[config.mk]
export PLATFORM = sky130hd
export DESIGN_NAME = parking_display_ctrl
export DESIGN_NICKNAME = d
export VERILOG_FILES = /design/src/rtl/parking_pkg.sv /design/src/rtl/bcd2_incdec.sv /design/src/rtl/parking_display_ctrl.sv
export SDC_FILE = /design/constraint.sdc
export NUM_CORES = 1
export LEC_CHECK = 0
export BUFFER_PORTS_ARGS = -buffer_cell sky130_fd_sc_hd__clkbuf_2
export CAP_MARGIN = 20
export CORE_MARGIN = 2
export CORE_UTILIZATION = 65
export DETAILED_ROUTE_END_ITERATION = 10
export PLACE_DENSITY = 0.93
export SKIP_CTS_REPAIR_TIMING = 1
export SYNTH_ARGS = -nofsm -noshare
export SYNTH_HDL_FRONTEND = slang
export SYNTH_SLANG_ARGS = --single-unit
[constraint.sdc]
create_clock -name clk -period 7.9 [get_ports clk]
set_input_delay 0 -clock clk [delete_from_list [all_inputs] [get_ports clk]]
set_output_delay 0 -clock clk [all_outputs]
set_load 0.03 [all_outputs]
[src/rtl/parking_pkg.sv]
// Shared definitions for the car-park gate sequencer and display controller:
// FSM encoding, BCD digit geometry and display word packing helpers.
package parking_pkg;

    localparam logic [1:0] ST_IDLE       = 2'd0;
    localparam logic [1:0] ST_ENTRY_OPEN = 2'd1;
    localparam logic [1:0] ST_EXIT_OPEN  = 2'd2;
    localparam logic [1:0] ST_RELEASE    = 2'd3;

    typedef enum logic [1:0] {
        S_IDLE       = ST_IDLE,
        S_ENTRY_OPEN = ST_ENTRY_OPEN,
        S_EXIT_OPEN  = ST_EXIT_OPEN,
        S_RELEASE    = ST_RELEASE
    } state_e;

    localparam int DIGIT_W = 4;

    localparam int OCC_TENS_LSB   = 12;
    localparam int OCC_UNITS_LSB  = 8;
    localparam int FREE_TENS_LSB  = 4;
    localparam int FREE_UNITS_LSB = 0;

    // Binary 0..99 to two packed BCD digits.
    function automatic logic [2*DIGIT_W-1:0] to_bcd2(input logic [7:0] v);
        return {4'(v / 8'd10), 4'(v % 8'd10)};
    endfunction

    function automatic logic [15:0] pack_bcd(input logic [7:0] occ, input logic [7:0] fr);
        logic [15:0] w;
        w = '0;
        w[OCC_TENS_LSB   +: DIGIT_W] = occ[7:4];
        w[OCC_UNITS_LSB  +: DIGIT_W] = occ[3:0];
        w[FREE_TENS_LSB  +: DIGIT_W] = fr[7:4];
        w[FREE_UNITS_LSB +: DIGIT_W] = fr[3:0];
        return w;
    endfunction

endpackage

[src/rtl/bcd2_incdec.sv]
// Two-digit BCD increment/decrement, saturating at 00 and at max_i.
module bcd2_incdec
    import parking_pkg::*;
(
    input  logic [2*DIGIT_W-1:0] val_i,
    input  logic                 inc_i,
    input  logic                 dec_i,
    input  logic [2*DIGIT_W-1:0] max_i,
    output logic [2*DIGIT_W-1:0] val_o
);

    logic [DIGIT_W-1:0] tens;
    logic [DIGIT_W-1:0] units;

    assign tens  = val_i[2*DIGIT_W-1:DIGIT_W];
    assign units = val_i[DIGIT_W-1:0];

    // Packed BCD keeps numeric ordering, so a plain compare gives the bound.
    always_comb begin
        val_o = val_i;
        if (inc_i && !dec_i && (val_i < max_i)) begin
            if (units == 4'd9) val_o = {tens + 4'd1, 4'd0};
            else               val_o = {tens, units + 4'd1};
        end else if (dec_i && !inc_i && (val_i != '0)) begin
            if (units == 4'd0) val_o = {tens - 4'd1, 4'd9};
            else               val_o = {tens, units - 4'd1};
        end
    end

endmodule

[src/rtl/parking_display_ctrl.sv]
// Entry/exit gate sequencer owning the occupied/free counts, plus the display
// scan tick and full-park flash control.
module parking_display_ctrl
    import parking_pkg::*;
#(
    parameter logic [7:0]  CAPACITY    = 8'd20,
    parameter logic [15:0] GATE_CYCLES = 16'd50000,
    parameter logic [15:0] SCAN_DIV    = 16'd1000,
    parameter logic [23:0] FLASH_DIV   = 24'd500000
) (
    input  logic        clk,
    input  logic        reset,
    input  logic        entry_req,
    input  logic        exit_req,
    input  logic        entry_done,
    input  logic        exit_done,
    output logic        gate_in_open,
    output logic        gate_out_open,
    output logic        entry_ack,
    output logic        exit_ack,
    output logic        entry_deny,
    output logic        full,
    output logic [15:0] bcd_out,
    output logic        scan_tick,
    output logic        blank
);

    localparam logic [7:0]  CAP_BCD    = to_bcd2(CAPACITY);
    localparam logic [15:0] GATE_LAST  = GATE_CYCLES - 16'd1;
    localparam logic [15:0] SCAN_LAST  = SCAN_DIV - 16'd1;
    localparam logic [23:0] FLASH_LAST = FLASH_DIV - 24'd1;

    state_e      state_q;
    logic        served_exit_q;
    logic [15:0] timer_q;
    logic        gate_in_q, gate_out_q;
    logic        entry_ack_q, exit_ack_q, entry_deny_q;
    logic [7:0]  occ_q, free_q, occ_d, free_d;
    logic        full_q;
    logic [15:0] bcd_q;
    logic [15:0] scan_q;
    logic        scan_tick_q;
    logic [23:0] flash_q;
    logic        blank_q;

    logic count_in, count_out, exit_grant, timer_last;

    assign count_in   = (state_q == S_ENTRY_OPEN) && entry_done;
    assign count_out  = (state_q == S_EXIT_OPEN) && exit_done;
    assign exit_grant = exit_req && (occ_q != 8'h00);
    assign timer_last = (timer_q == GATE_LAST);

    bcd2_incdec u_occ (
        .val_i (occ_q),
        .inc_i (count_in),
        .dec_i (count_out),
        .max_i (CAP_BCD),
        .val_o (occ_d)
    );

    bcd2_incdec u_free (
        .val_i (free_q),
        .inc_i (count_out),
        .dec_i (count_in),
        .max_i (CAP_BCD),
        .val_o (free_d)
    );

    always_ff @(posedge clk or posedge reset) begin
        if (reset) begin
            state_q       <= S_IDLE;
            served_exit_q <= 1'b0;
            timer_q       <= '0;
            gate_in_q     <= 1'b0;
            gate_out_q    <= 1'b0;
            entry_ack_q   <= 1'b0;
            exit_ack_q    <= 1'b0;
            entry_deny_q  <= 1'b0;
            occ_q         <= 8'h00;
            free_q        <= CAP_BCD;
            full_q        <= 1'b0;
            bcd_q         <= pack_bcd(8'h00, CAP_BCD);
        end else begin
            entry_ack_q  <= 1'b0;
            exit_ack_q   <= 1'b0;
            entry_deny_q <= 1'b0;
            occ_q        <= occ_d;
            free_q       <= free_d;
            full_q       <= (occ_d == CAP_BCD);
            bcd_q        <= pack_bcd(occ_q, free_q);
            case (state_q)
                S_IDLE: begin
                    timer_q <= '0;
                    if (exit_grant) begin
                        state_q    <= S_EXIT_OPEN;
                        gate_out_q <= 1'b1;
                    end else if (entry_req && !full_q) begin
                        state_q   <= S_ENTRY_OPEN;
                        gate_in_q <= 1'b1;
                    end else if (entry_req) begin
                        entry_deny_q <= 1'b1;
                    end
                end
                S_ENTRY_OPEN: begin
                    if (entry_done || timer_last) begin
                        state_q       <= S_RELEASE;
                        gate_in_q     <= 1'b0;
                        served_exit_q <= 1'b0;
                        entry_ack_q   <= entry_done;
                    end else begin
                        timer_q <= timer_q + 16'd1;
                    end
                end
                S_EXIT_OPEN: begin
                    if (exit_done || timer_last) begin
                        state_q       <= S_RELEASE;
                        gate_out_q    <= 1'b0;
                        served_exit_q <= 1'b1;
                        exit_ack_q    <= exit_done;
                    end else begin
                        timer_q <= timer_q + 16'd1;
                    end
                end
                S_RELEASE: begin
                    // One car holds its request line; wait for it to drop.
                    if (served_exit_q ? !exit_req : !entry_req)
                        state_q <= S_IDLE;
                end
                default: state_q <= S_IDLE;
            endcase
        end
    end

    always_ff @(posedge clk or posedge reset) begin
        if (reset) begin
            scan_q      <= '0;
            scan_tick_q <= 1'b0;
        end else if (scan_q == SCAN_LAST) begin
            scan_q      <= '0;
            scan_tick_q <= 1'b1;
        end else begin
            scan_q      <= scan_q + 16'd1;
            scan_tick_q <= 1'b0;
        end
    end

    always_ff @(posedge clk or posedge reset) begin
        if (reset) begin
            flash_q <= '0;
            blank_q <= 1'b0;
        end else if (!full_q) begin
            flash_q <= '0;
            blank_q <= 1'b0;
        end else if (flash_q == FLASH_LAST) begin
            flash_q <= '0;
            blank_q <= ~blank_q;
        end else begin
            flash_q <= flash_q + 24'd1;
        end
    end

    assign gate_in_open  = gate_in_q;
    assign gate_out_open = gate_out_q;
    assign entry_ack     = entry_ack_q;
    assign exit_ack      = exit_ack_q;
    assign entry_deny    = entry_deny_q;
    assign full          = full_q;
    assign bcd_out       = bcd_q;
    assign scan_tick     = scan_tick_q;
    assign blank         = blank_q;

endmodule

## After elaboration in Yosys (flattened, before gate mapping)

Index checks and enable logic that the tools add are counted.

| word-level totals | value |
|---|---|
| bits in registers | 99 |
| input port bits | 6 |
| output and inout port bits | 24 |
| word-level logic and storage cells | 126 |

| operators by class | value |
|---|---|
| $add $sub $neg | 11 |
| $lt $le $gt $ge | 2 |
| equal/unequal tests | 20 |
| muxes and demuxes | 41 |
| bitwise logic cells | 1 |
| reductions and logical operators | 34 |

Operators with widths:

| kind | count |
|---|---|
| $mux W8 | 8 |
| $mux W16 | 3 |
| $mux W24 | 2 |
| $pmux W16 S3 | 1 |
| $add A16 B1 Y16 const B | 2 |
| $add A24 B1 Y24 const B | 1 |
| $eq A24 B19 Y1 const B | 1 |
| $mux W1 | 18 |
| $add A4 B1 Y4 const B | 4 |
| $eq A16 B10 Y1 const B | 1 |
| $eq A16 B16 Y1 const B | 1 |
| $lt A8 B6 Y1 const B | 2 |
| $reduce_bool A8 Y1 | 2 |
| $sub A4 B1 Y4 const B | 4 |
| $ne A2 B2 Y1 const B | 7 |
| $reduce_and A3 Y1 | 4 |
| $logic_and A1 B1 Y1 | 10 |
| $mux W2 | 5 |
| $reduce_bool A2 Y1 | 5 |
| $eq A4 B4 Y1 const B | 2 |
| $eq A8 B6 Y1 const B | 1 |
| $logic_not A4 Y1 | 2 |
| $pmux W2 S4 | 1 |
| $reduce_and A4 Y1 | 2 |
| 10 further kinds | 20 |

## Logic depth before layout (Yosys ltp)

| depth | value |
|---|---|
| word-level depth | 8 |
| depth in mapped cells | 10 |
| depth with buffers taken out | 9 |

## Hierarchy

From an unflattened synthesis, not the netlist that was laid out.

| second synthesis, totals | value |
|---|---|
| cell total of the unflattened synthesis | 568 |
| area total of the unflattened synthesis | 5,482.8 µm² |

By module, submodules not included:

| module | instances | cells each | area each (µm²) | sequential area each (µm²) |
|---|---|---|---|---|
| parking_display_ctrl | 1 | 406 | 4,394.2 | 2,479.9 |
| bcd2_incdec | 2 | 81 | 544.3 | 0.0 |

## Least setup slack after synthesis

OpenSTA, ideal clock, no wires.

| path | value |
|---|---|
| kind | flip-flop to flip-flop |
| start | register state_q[0] |
| end | register timer_q[15] |
| setup time | 0.066 ns |
| arrival time | 2.155 ns |
| setup slack | 5.679 ns |
| stages on the path, launching flop included | 10 |
| path buffers | 1 |
| period minus slack after synthesis | 2.221 ns |
| cells stage by stage | dfrtp_1 > inv_1 > ha_1 > nand2_1 > inv_2 > a2111o_2 > o31a_4 > buf_6 > or4b_1 > nand2_1 |

| on the way | value |
|---|---|
| longest elaborated chain between the ends | 3 |
| elaborated cells on any way between the ends | 8 |

RTL lines:

| element | line | source |
|---|---|---|
| start: declaration | parking_display_ctrl.sv:33 | `state_e state_q;` |
| start signal: assignment | parking_display_ctrl.sv:71 | `state_q <= S_IDLE;` |
| start signal: assignment | parking_display_ctrl.sv:95 | `state_q <= S_EXIT_OPEN;` |
| start signal: assignment | parking_display_ctrl.sv:98 | `state_q <= S_ENTRY_OPEN;` |
| $eq A2 B2 Y1 (tied with other cells) | parking_display_ctrl.sv:91 | `case (state_q)` |
| $ne A2 B2 Y1 (no source line) / $reduce_bool A3 Y1 (equally long branches) | n/a |  |
| $reduce_and A3 Y1 (no source line) | n/a |  |
| end signal: assignment | parking_display_ctrl.sv:111 | `timer_q <= timer_q + 16'd1;` |
| end signal: assignment | parking_display_ctrl.sv:121 | `timer_q <= timer_q + 16'd1;` |
| end: declaration | parking_display_ctrl.sv:35 | `logic [15:0] timer_q;` |

Parallel ways exist; a longest one is shown, timed or not.
A chain may end at the register's enable or synchronous reset.

## Worst setup path in the final report

| path | value |
|---|---|
| start | register state_q[1] |
| end | register full_q (netlist: full) |

| on the way | value |
|---|---|
| longest elaborated chain between the ends | 8 |
| elaborated cells on any way between the ends | 13 |

RTL lines:

| element | line | source |
|---|---|---|
| $eq A2 B1 Y1 | parking_display_ctrl.sv:48 | `assign count_in = (state_q == S_ENTRY_OPEN) && entry_done;` |
| $logic_and A1 B1 Y1 | parking_display_ctrl.sv:48 |  |
| $logic_not A1 Y1 | bcd2_incdec.sv:24 | `end else if (dec_i && !inc_i && (val_i != '0)) begin` |
| $logic_and A1 B1 Y1 (2 in a row) | bcd2_incdec.sv:24 |  |
| $mux W8 | bcd2_incdec.sv:24 |  |
| $mux W8 * | bcd2_incdec.sv:21 | `if (inc_i && !dec_i && (val_i < max_i)) begin` |
| via occ_d[5] | parking_display_ctrl.sv:38 | `logic [7:0] occ_q, free_q, occ_d, free_d;` |
| $eq A8 B6 Y1 * | parking_display_ctrl.sv:89 | `full_q <= (occ_d == CAP_BCD);` |
| end signal: assignment | parking_display_ctrl.sv:89 |  |
| end: declaration | parking_display_ctrl.sv:39 | `logic full_q;` |

Mark *: on every way through the listed nets, which the timed path passes. The rest lies on a longest branch.

==> impl_metrics.toml <==
[routing]
postRouteAntennaNets = 0
drt_first_iter_violations = 232
wire_per_inst_um = 15.9
firstDrtPassIters = 5
drc = 0
vias_per_cell = 6.16
vias = 3880
wirelength_um = 10000

[yosys]
synth-seq-cells = 99
ys_seq_area_share_pct = 50.0
yosysTopAreaCell = "dfrtp_1"
synthArstFlopShare_pct = 100
yosys.area.top_type_share_pct = 49.0
synth_edf_count = 0
ys.flop_type = "dfrtp_1"
syn-num-nets = 522
syn_avg_cell_area_sq_um = 9.87
yosys_warnings = 0
syn_area_sq_um = 4960
synth_area_leaders = "dfrtp_1 49%, nand2_1 4.3%, nor2_1 3.8%"
synth_cell_types = 59
syn_inst = 502

[cells_and_area]
nFillCells = 477
num_antenna_cells = 0
nets = 547
instances_no_fill = 630
drive_gt1_share_pct = 11.5
areaGrowthSynthToFinish_pct = 8.48

[floorplan]
rows = 31
die_w_um = 91.3
start_util_pct = 67.6
die_area_sq_um = 8340
dieHeight_um = 91.3
core_area_sq_um = 7330
ios = 30

[clocking]
h-tree-depth = 3
clock-root-buffer = "clkbuf_8"
cts.sinks = 99
tritoncts = "built"
cts.reportedPaths.clkPinSlew_ns = 0.09
numCtsBuffers = 9
clockBufferDepth = 2
insertion_delay_ns = 0.36

[flow_run]
maxCapViolations = 0

[placement]
io_buffers = 29
dp_hpwl_um = 6820
placed_cells = 613
gp_congestion = 0.890

[sta]
setup-violations-final = 0
fin_crit_sh_pct = 32.4
hold_violations = 0
max_slew_margin_pct = 45.1
finalClockSkew_ns = 0.00941
rsz0062_at_grt = "false"
period_needed_ns = 2.56
drv_slew = 0
tightest_slew_ns = 0.823
final.setup.tns_ns = 0
max_freq_ghz = 0.391

[global_route]
grtUsageTotal_pct = 25.6
gr-total-overflow = 0
grt_max_degree = 55
grt_antenna_before_repair = 0
grt_pass1_vias = 3601
grt_first_pass_wirelength_um = 17200

[critical_path]
end_kind = "flop"
crit_slowest_cell = "nor3_1"
worstPathCellList = "inv_1, ha_1, nand2_2, inv_2, nor3_1, nand3_1, o311ai_0, and4b_1"
cpPeakStageDelay_ns = 0.59
critical_path_class = "reg -> reg"
cp-start-kind = "flop"
path_max_fanout = 7
crit_required_ns = 8.20
arrival_ns = 2.86

[pwr]
p_leak_nw = 2.34
power_density_nw_per_um2 = 302
ir_drop_mv = 0.226

[min_path]
hold_path.class = "in -> reg"

[run_status]
outcome = "finished, final reports clean"
## synthesized netlist by cell type (3+ instances only)
library cell,instances
a211oi_1,3
dfrtp_1,97
o21ai_0,20
nand2b_1,5
nand4_1,14
and4_1,7
inv_1,14
a21oi_1,13
nand3_1,33
or4_1,11
mux2_2,3
nand3b_1,4
nor4_1,3
nor2_1,50
ha_1,14
xnor2_1,19
or3_1,8
buf_6,3
and3_1,13
xor2_1,20
clkbuf_1,14
nor3b_1,3
nand2_1,57
and2_1,3
o221ai_1,10
nor2b_1,3
a31oi_1,4
nor3_1,13
## area by class of cell
type	count	area [sq um]	share of cell area, %
timing repair buffer	32	173	3.21
tap	99	124	2.30
sequential	99	2480	46.1
multi-input combinational	369	2320	43.2
clock inverter	5	85.1	1.58
clock buffer	10	128	2.37
inverter	16	62.6	1.16
## registers in the layout (all words and copies together) (netlist names)
| register | cells |
|---|---|
| flash_q | 24 |
| occ_q | 8 |
| scan_q | 16 |
| gate_in_open | 1 |
| bcd_out | 16 |
| scan_tick | 1 |
| served_exit_q | 1 |
| entry_deny | 1 |
| gate_out_open | 1 |
| timer_q | 16 |
| free_q | 8 |
| blank | 1 |
| state_q | 2 |
| full | 1 |
| entry_ack | 1 |
| exit_ack | 1 |
## worst paths after layout
kind / from / end / slack [ns] / cells past startpoint
worst max-delay path: state_q[1] / full / 5.34 / 8
worst min-delay path: exit_done / gate_out_open / 0.02 / 3
worst max register to register: state_q[1] / full / 5.34 / 8
worst min register to register: free_q[5] / bcd_out[5] / 0.42 / 0
max in group asynchronous: reset / timer_q[9] / 6.60 / 4
min in group asynchronous: reset / scan_q[11] / 0.23 / 3
## placed cells by master, fill, tap and decap left out, types with 7 or more instances in the layout
cell,count
o21ai_0,20
or3_1,8
nor2_1,50
a21oi_1,13
ha_1,14
dfrtp_1,97
o221ai_1,10
nand2_1,57
and4_1,7
or4_1,11
clkbuf_2,29
clkbuf_8,9
nand3_1,33
nor3_1,13
nand4_1,14
and3_1,13
xor2_1,20
xnor2_1,19
inv_1,13
## metrics by stage
step	power (mW)	hold slack (ns)	instance area (sq um)	setup WS, ns	utilization [%]
6_report	1.62	0.0226	5380	5.34	73.3
5_1_grt	1.72	0.0293	5380	5.12	73.3
4_1_cts	1.62	-0.315	5360	5.43	73.1
3_5_place_dp	1.26	0.0867	5140	5.47	70.2
3_3_place_gp	1.24	0.0752	5140	5.54	70.2
2_1_floorplan	1.15	0.117	4960	5.31	-
## per-layer routing
layer	global-route usage [%]	wire length, um	vias up
met3	5.06	432	18
met1	35.8	4260	1907
met5	0	0	-
met2	41.1	5140	112
li1	-	-	1843
met4	7.58	167	0
## worst max-delay path: cells and delay by family, from the launching register on
kind | cells | cell delay, ns
adder cells (fa/ha/maj) | 1 | 0.27
AND/OR/NAND/NOR | 4 | 1.23
flip-flops | 1 | 0.39
buffers and inverters | 2 | 0.18
AO/OA/AOI/OAI | 1 | 0.42
## report_power, final
part	leakage, nW	switching (mW)	internal, mW	total (mW)
clock	0.109	0.176	0.180	0.356
combinational	0.942	0.336	0.178	0.513
sequential	1.29	0.138	0.615	0.752
total	2.34	0.649	0.972	1.62
## cell families (layout without fill, tap and decap cells)
kind of cell,count (synthesis),in the layout,synth area share (%)
compound gates,71,71,9.82
xor+xnor,39,39,6.89
fa+ha+maj,14,14,3.53
buf+inv,34,63,3.05
flops,99,99,50.0
mux,5,5,1.09
simple gates,240,240,25.6
Power figures use the tool's default switching activity.
